## config.mk

```make
export PLATFORM = sky130hd
export DESIGN_NAME = output_interface
export DESIGN_NICKNAME = d
export VERILOG_FILES = /design/src/rtl/output_interface.sv
export SDC_FILE = /design/constraint.sdc
export NUM_CORES = 1
export LEC_CHECK = 0
export ABC_AREA = 1
export CORE_ASPECT_RATIO = 0.9
export CORE_MARGIN = 4
export CORE_UTILIZATION = 55
export DETAILED_ROUTE_END_ITERATION = 12
export PLACE_DENSITY = 0.82
export SKIP_CTS_REPAIR_TIMING = 1
export SLEW_MARGIN = 15
export SYNTH_ARGS = -nofsm -noshare
export SYNTH_HDL_FRONTEND = slang
export SYNTH_SLANG_ARGS = --single-unit
```

## constraint.sdc

```tcl
create_clock -name clk -period 6.13 [get_ports clk]
set_clock_uncertainty 0.2 [all_clocks]
set_input_delay 1.226 -clock clk [delete_from_list [all_inputs] [get_ports clk]]
set_output_delay 1.226 -clock clk [all_outputs]
set_load 0.005 [all_outputs]
```

## src/rtl/output_interface.sv

```systemverilog
// Result output buffer: first-word-fall-through FIFO tagging each result with a
// sequence number, with backpressure, drop reporting and a saturating drop counter.
module output_interface #(
    parameter int DATA_WIDTH     = 32,
    parameter int OUT_FIFO_DEPTH = 4,
    parameter int SEQ_WIDTH      = 8,
    parameter int DROP_CNT_WIDTH = 16
) (
    input  logic                      clk,
    input  logic                      rst_n,
    input  logic                      op_done,
    input  logic [DATA_WIDTH-1:0]     final_value,
    input  logic                      out_ready,
    output logic                      out_valid,
    output logic [DATA_WIDTH-1:0]     out_data,
    output logic [SEQ_WIDTH-1:0]      out_seq,
    output logic                      res_full,
    output logic                      res_dropd,
    output logic [DROP_CNT_WIDTH-1:0] drop_cnt
);

    localparam int PTR_W = (OUT_FIFO_DEPTH > 1) ? $clog2(OUT_FIFO_DEPTH) : 1;
    localparam int CNT_W = PTR_W + 1;
    localparam logic [CNT_W-1:0] DEPTH_C = CNT_W'(OUT_FIFO_DEPTH);

    function automatic logic [DROP_CNT_WIDTH-1:0] sat_inc(input logic [DROP_CNT_WIDTH-1:0] val);
        logic [DROP_CNT_WIDTH-1:0] res;
        if (val == {DROP_CNT_WIDTH{1'b1}}) begin
            res = val;
        end else begin
            res = val + {{(DROP_CNT_WIDTH-1){1'b0}}, 1'b1};
        end
        return res;
    endfunction

    logic [DATA_WIDTH-1:0]     mem_data_r [OUT_FIFO_DEPTH];
    logic [SEQ_WIDTH-1:0]      mem_seq_r  [OUT_FIFO_DEPTH];
    logic [PTR_W-1:0]          wr_ptr_r;
    logic [PTR_W-1:0]          rd_ptr_r;
    logic [CNT_W-1:0]          count_r;
    logic [SEQ_WIDTH-1:0]      seq_r;
    logic                      out_valid_r;
    logic [DATA_WIDTH-1:0]     out_data_r;
    logic [SEQ_WIDTH-1:0]      out_seq_r;
    logic                      res_full_r;
    logic                      res_dropd_r;
    logic [DROP_CNT_WIDTH-1:0] drop_cnt_r;

    logic                      pop_s;
    logic                      push_s;
    logic                      drop_s;
    logic                      full_s;
    logic [CNT_W-1:0]          count_next_s;
    logic [PTR_W-1:0]          rd_next_s;
    logic [DATA_WIDTH-1:0]     head_data_s;
    logic [SEQ_WIDTH-1:0]      head_seq_s;

    // Handshake decode, next count and the head entry visible after this edge.
    always_comb begin
        pop_s        = out_valid_r & out_ready;
        full_s       = (count_r == DEPTH_C);
        push_s       = op_done & (~full_s | pop_s);
        drop_s       = op_done & full_s & ~pop_s;
        count_next_s = count_r;
        if (push_s && !pop_s) begin
            count_next_s = count_r + {{(CNT_W-1){1'b0}}, 1'b1};
        end else if (pop_s && !push_s) begin
            count_next_s = count_r - {{(CNT_W-1){1'b0}}, 1'b1};
        end else begin
            count_next_s = count_r;
        end
        if (pop_s) begin
            rd_next_s = rd_ptr_r + {{(PTR_W-1){1'b0}}, 1'b1};
        end else begin
            rd_next_s = rd_ptr_r;
        end
        // A write landing on the next head slot bypasses the storage array.
        if (push_s && (wr_ptr_r == rd_next_s)) begin
            head_data_s = final_value;
            head_seq_s  = seq_r;
        end else begin
            head_data_s = mem_data_r[rd_next_s];
            head_seq_s  = mem_seq_r[rd_next_s];
        end
    end

    // Entry storage; contents need no reset since validity comes from count_r.
    always_ff @(posedge clk) begin
        if (rst_n && push_s) begin
            mem_data_r[wr_ptr_r] <= final_value;
            mem_seq_r[wr_ptr_r]  <= seq_r;
        end
    end

    // Pointers, occupancy, sequence tag and all registered outputs.
    always_ff @(posedge clk) begin
        if (!rst_n) begin
            wr_ptr_r    <= {PTR_W{1'b0}};
            rd_ptr_r    <= {PTR_W{1'b0}};
            count_r     <= {CNT_W{1'b0}};
            seq_r       <= {SEQ_WIDTH{1'b0}};
            out_valid_r <= 1'b0;
            out_data_r  <= {DATA_WIDTH{1'b0}};
            out_seq_r   <= {SEQ_WIDTH{1'b0}};
            res_full_r  <= 1'b0;
            res_dropd_r <= 1'b0;
            drop_cnt_r  <= {DROP_CNT_WIDTH{1'b0}};
        end else begin
            if (push_s) begin
                wr_ptr_r <= wr_ptr_r + {{(PTR_W-1){1'b0}}, 1'b1};
                seq_r    <= seq_r + {{(SEQ_WIDTH-1){1'b0}}, 1'b1};
            end
            rd_ptr_r    <= rd_next_s;
            count_r     <= count_next_s;
            out_valid_r <= (count_next_s != {CNT_W{1'b0}});
            res_full_r  <= (count_next_s == DEPTH_C);
            res_dropd_r <= drop_s;
            if (drop_s) begin
                drop_cnt_r <= sat_inc(drop_cnt_r);
            end
            // Head only moves on pop or on fill from empty, so it holds under stall.
            if (count_next_s != {CNT_W{1'b0}}) begin
                out_data_r <= head_data_s;
                out_seq_r  <= head_seq_s;
            end
        end
    end

    assign out_valid = out_valid_r;
    assign out_data  = out_data_r;
    assign out_seq   = out_seq_r;
    assign res_full  = res_full_r;
    assign res_dropd = res_dropd_r;
    assign drop_cnt  = drop_cnt_r;

endmodule

```

# Word level (Yosys, flattened, before mapping)

Memories as Yosys holds them, arrays and structs flattened. A register that Yosys moved wholly into a read port is not among the register bits.
Cells that the tools add are included.

Register bits after elaboration: 34
Memory bits (writable): 160
Input port bits: 36
Memories: 2

$add $sub $neg: 6
Eq/ne operators: 3
Mux-type cells: 5
Bitwise logic cells: 8
Reduce and logical (&&, ||, !) cells: 9

Memory list:

| memory     | depth | width | read ports | clocked after memory_dff | write ports | RTL line | text |
|---|---|---|---|---|---|---|---|
| mem_data_r | 4     | 32    | 1          | 1                        | 1           | 36       | `logic [DATA_WIDTH-1:0] mem_data_r [OUT_FIFO_DEPTH];` |
| mem_seq_r  | 4     | 8     | 1          | 1                        | 1           | 37       | `logic [SEQ_WIDTH-1:0] mem_seq_r [OUT_FIFO_DEPTH];` |

Operators by type and width:

| operator                | count |
|---|---|
| $add A16 B1 Y16 const B | 1 |
| $eq A16 B16 Y1 const B  | 1 |
| $add A8 B1 Y8 const B   | 1 |
| $eq A3 B3 Y1 const B    | 2 |
| $mux W3                 | 2 |
| $add A2 B1 Y2 const B   | 2 |
| $and A1 B1 Y1           | 4 |
| $logic_not A1 Y1        | 4 |
| $add A3 B1 Y3 const B   | 1 |
| $logic_and A1 B1 Y1     | 3 |
| $not A1 Y1              | 3 |
| $reduce_bool A3 Y1      | 1 |
| $sub A3 B1 Y3 const B   | 1 |
| $mux W1                 | 2 |
| $mux W2                 | 1 |
| $reduce_and A2 Y1       | 1 |
| $or A1 B1 Y1            | 1 |

# Logic depth before layout (Yosys ltp)

Depth in word-level cells: 9
Mapped depth: 13
Depth with buffers taken out: 12

# Worst setup path before layout

Ideal clock, no wire load.

Path kind: input to register
Start: in rst_n
End: mem mem_data_r[0][0], enable pin
Library setup time: 438 ps
Arrival: 3372 ps
Data required time: 5492 ps
Setup slack: 2120 ps
Stages on the path: 3
Buffers on the path: 1
Path through: clkbuf_1 > nand3_1 > nor2_1

Longest elaborated chain between the ends: 3

RTL lines:

| element                       | RTL line | text |
|---|---|---|
| from (decl)                   | 10       | `input logic rst_n,` |
| $logic_and A1 B1 Y1           | 89       | `if (rst_n && push_s) begin` |
| $mux W1                       | 89       |  |
| $mux W1 (not written as such) | 90       | `mem_data_r[wr_ptr_r] <= final_value;` |
| to (decl)                     | 36       |  |

No other way between the ends.

# Worst setup path after layout

Start: in out_ready
End: reg out_data_r[28] (netlist: out_data[28]) (read register of mem_data_r)

Longest elaborated chain between the ends: 8
Elaborated cells between the ends (all ways): 11
Those cells by class: mux (3); bitwise (3); reduce/logical (5)

RTL lines:

| element             | RTL line | text |
|---|---|---|
| from (decl)         | 13       | `input logic out_ready,` |
| $and A1 B1 Y1 (*)   | 60       | `pop_s = out_valid_r & out_ready;` |
| $or A1 B1 Y1        | 62       | `push_s = op_done & (~full_s \| pop_s);` |
| $and A1 B1 Y1       | 62       |  |
| $logic_not A1 Y1    | 67       | `end else if (pop_s && !push_s) begin` |
| $logic_and A1 B1 Y1 | 67       |  |
| $mux W3             | 67       |  |
| $mux W3             | 65       | `if (push_s && !pop_s) begin` |
| $reduce_bool A3 Y1  | 122      | `if (count_next_s != {CNT_W{1'b0}}) begin` |
| to (decl)           | 43       | `logic [DATA_WIDTH-1:0] out_data_r;` |

Every way passes the cells marked *; elsewhere a longest branch is shown, timed or not.
A chain may end at the register's enable or synchronous reset.

==> out/results.md <==
| Group | Parameter | Reported |
|:---|:---|:---|
| run status | Result of the run | finished clean |
| logic synthesis | Fraction of post-synthesis cell area in the top cell type by area | 44.3% |
| power and ir drop | Leakage Power | 5.25 nW |
| clock network | Longest Clk Path Bufs | 3 |
| cells and area | Fin util | 66.1% |
| critical path | Worst Path Class, Setup | in2reg |
| clock network | Clock transition time at the flip-flop clock pins of the worst setup and hold paths | 0.07 ns |
| hold path | Hold worst-path end | drop_cnt[13]$_SDFFE_PN0P_ |
| critical path | Critical path depth | 12 |
| routing | Vias after detailed routing | 8,527 |
| place | Number of port buffers | 94 |
| timing | Number of hold violations in the final report | 0 |
| critical path | Critical path, cell by cell | clkdlybuf4s50_1 > nand3_4 > buf_4 > nand2_2 > buf_4 > nand2_1 > nand3_1 > nand2_1 > nand2_1 > nand2_1 > nor2_1 > nor2_1 |
| timing | Endpoints failing setup | 0 |
| hold path | Worst min-delay path class | reg2reg |
| logic synthesis | Synth area leader | sky130_fd_sc_hd__edfxtp_1 |
| logic synthesis | Total nets after synthesis | 1,270 |
| global routing | Total congestion overflow after global routing | 0 |
| critical path | Type of element capturing the critical path | flip-flop |
| global routing | Via count of the first global-routing pass | 7,945 |
| cells and area | Highest-count cells in the layout ignoring fill and taps | 313 x sky130_fd_sc_hd__nand2_1, 160 x sky130_fd_sc_hd__edfxtp_1, 155 x sky130_fd_sc_hd__inv_1 |
| cells and area | Antenna diodes | 0 |
| power and ir drop | Overall Power | 4.07 mW |
| routing | Remaining DRCs | 0 |
| floorplan | Initial standard-cell utilization of the core | 56.2% |
| global routing | Maximum number of pins on one net before global-route repair | 83 |
| timing | Final Slew Violations | 0 |
| routing | Wire length per cell | 16.7 um |
| clock network | Deepest level of the CTS H-tree | 1 |
| timing | Accumulated negative setup slack | 0 ns |
| logic synthesis | Synthesized cell area | 10,800 sq um |
| cells and area | Relative area change from synthesis to final layout | 17.6% |
| run | Max-cap violations | 0 |
| clock network | TritonCTS buffer count | 24 |
| timing | F_max | 0.243 GHz |
| critical path | Source of the worst register-to-register timing path | out_valid$_SDFF_PN0_ |
| critical path | Sum of buffers and inverters on the critical path | 3 |
| critical path | Worst reg2reg endpoint | out_data[28]$_SDFFE_PN0P_ |
| timing | Post-layout min period | 4.11 ns |
| floorplan | Number of top-level pins | 95 |
| place | Placed standard-cell area | 12,000 sq um |
| logic synthesis | Yosys warning total | 0 |
| critical path | Cell with the largest stage delay on the worst path | sky130_fd_sc_hd__buf_4 |
| power and ir drop | Worst supply voltage drop on vdd | 220 uV |
| floorplan | DIE HEIGHT | 141 um |
| routing | Drt via density | 5.47 |
| timing | Final period utilization | 67.0% |
| floorplan | Area of the core | 19,300 sq um |
| power and ir drop | Areal power density over the cells | 320 nW/um^2 |
| clock network | Clock latency at the later pin of the worst-skew pair | 0.52 ns |
| critical path | Max stage delay on crit path | 0.71 ns |
| clock network | CTS tree | yes |
| place | Total half-perimeter wirelength after legalization and detailed placement | 14,700 um |
| timing | Least-Margin Pin Slew | 0.906 ns |
| critical path | FF-to-FF path depth | 11 |
| critical path | Data arrival time of the critical path | 4.32 ns |
| timing | RSZ-0062 raised after global routing | false |
| logic synthesis | Number of library cell types mapped by synthesis | 21 |
| cells and area | Post-layout instance area | 12,700 sq um |
| cells and area | Commonest non-fill, non-tap cell in the layout | sky130_fd_sc_hd__nand2_1 |
| critical path | Worst R2R Setup Slack | 2.81 ns |
| routing | Number of nets still failing antenna checks after routing | 0 |
| logic synthesis | Proportion of synthesized chip area in sequential cells | 58.0% |
| timing | Worst rel slew slack | 39.6% |
| hold path | Cell count of the worst hold path | 2 |
| logic synthesis | Leading cell types by total area after synthesis | sky130_fd_sc_hd__edfxtp_1 44%, sky130_fd_sc_hd__dfxtp_1 14%, sky130_fd_sc_hd__nand2_1 11%, sky130_fd_sc_hd__nand3_1 6.6%, sky130_fd_sc_hd__nand3b_1 5.5% |
| clock network | Num Clock Sinks | 234 |
| cells and area | Ratio of cells with drive above 1 in the final layout | 4.82% |
| floorplan | DIE WIDTH | 156 um |
| routing | First drt pass iteration count | 5 |
| critical path | Cell repeated most along the worst path | sky130_fd_sc_hd__nand2_1 |
| routing | Final WL | 26,000 um |
| logic synthesis | Register bit total from synthesis | 234 |
| logic synthesis | Syn Area/Cell | 8.85 sq um |
| hold path | Start point of the worst hold path | drop_cnt[13]$_SDFFE_PN0P_ |
| critical path | Max FO, Critical Path | 81 |
| global routing | Antenna violations before repair | 0 |
| global routing | Wire length of the first global-routing pass | 41,400 um |
| routing | Initial drt markers | 938 |
| critical path | Worst path top cell family by delay | buffers and inverters |
| floorplan | Total die area | 22,000 sq um |
| critical path | Startpoint types | input port |
| clock network | Buffer cell driving the clock tree root | sky130_fd_sc_hd__clkbuf_16 |
| cells and area | Final layout net count | 1,335 |
| global routing | Global router's overall resource usage | 23.3% |
| place | Final Wtd Congestion | 0.840 |
| critical path | Required time reported for the critical path endpoint | 6.35 ns |
| floorplan | Number of core rows | 48 |
| cells and area | Filler Cells Inserted | 1,453 |
| logic synthesis | Post-Syn Instances | 1,225 |
==> cell type report <==
type                       count  area [sq um]  area share (%)
clock inverter                11          87.6           0.687
multi-input combinational    765          3720            29.2
sequential                   234          6290            49.3
inverter                     155           582            4.57
timing repair buffer         110          1080            8.45
clock buffer                  33           676            5.30
tap                          250           313            2.46
==> tightest hold or removal path, stage by stage, from the launching register on <==
cell	delay, ns
sky130_fd_sc_hd__dfxtp_1	0.34
sky130_fd_sc_hd__nand2_1	0.07
sky130_fd_sc_hd__a21oi_1	0.06
==> routing by layer <==
layer / track usage (%) / vias up / routed length [um]
met1: 32.4 / 3938 / 10800
li1: - / 4148 / -
met2: 37.5 / 391 / 12200
met3: 3.87 / 50 / 2450
met5: 0 / - / 0
met4: 7.97 / 0 / 589
==> synthesized netlist by cell type <==
library cell / n
sky130_fd_sc_hd__edfxtp_1: 160
sky130_fd_sc_hd__nand2_1: 313
sky130_fd_sc_hd__nor2_2: 2
sky130_fd_sc_hd__nand2_4: 1
sky130_fd_sc_hd__a21oi_1: 22
sky130_fd_sc_hd__clkbuf_1: 40
sky130_fd_sc_hd__xnor2_1: 1
sky130_fd_sc_hd__inv_1: 155
sky130_fd_sc_hd__o21ai_0: 13
sky130_fd_sc_hd__nand2_2: 3
sky130_fd_sc_hd__xor2_1: 7
sky130_fd_sc_hd__nor3b_1: 1
sky130_fd_sc_hd__nand4_1: 49
sky130_fd_sc_hd__ha_1: 9
sky130_fd_sc_hd__buf_1: 4
sky130_fd_sc_hd__nand3b_1: 80
sky130_fd_sc_hd__buf_2: 27
sky130_fd_sc_hd__nand3_1: 142
sky130_fd_sc_hd__nor2_1: 114
sky130_fd_sc_hd__dfxtp_1: 74
sky130_fd_sc_hd__nor3_1: 8
==> sequential cells by signal, indices dropped and copies added (netlist names) <==
register and cells:
res_dropd 1, wr_ptr_r 2, out_data 32, res_full 1, count_r 3, out_seq 8
out_valid 1, mem_seq_r 32, seq_r 8, rd_ptr_r 2, drop_cnt 16, mem_data_r 128
==> worst max-delay path by stage <==
stage	start	endpoint
after floorplan	rst_n	mem_data_r[0][0]$_DFFE_PP_
after global placement	out_ready	out_data[2]$_SDFFE_PN0P_
after detailed placement	out_ready	out_data[20]$_SDFFE_PN0P_
after CTS	out_ready	out_data[28]$_SDFFE_PN0P_
after global routing	out_ready	out_data[28]$_SDFFE_PN0P_
final	out_ready	out_data[28]$_SDFFE_PN0P_
==> metrics by stage <==
| step | hold slack, ns | std cells | setup WS [ns] |
|---|---|---|---|
| after floorplan | 0.279 | 1225 | 2.12 |
| after global placement | 0.295 | 1513 | 1.60 |
| after detailed placement | 0.301 | 1513 | 1.51 |
| after CTS | 0.312 | 1557 | 2.02 |
| after global routing | 0.344 | 1558 | 1.68 |
| final | 0.314 | 1558 | 2.02 |
==> logic make-up after synthesis <==
kind of cell    after synthesis  synth area share, %
compound gates               35                 1.62
buf+inv                     226                 8.14
simple gates                713                 30.6
xor+xnor                      8                0.647
fa+ha+maj                     9                 1.04
flops                       234                 58.0
==> where the power goes <==
part,internal (mW),switching [mW]
clock network,0.815,0.604
registers,1.79,0.0531
logic,0.317,0.497
(Power assumes the default switching activity.)
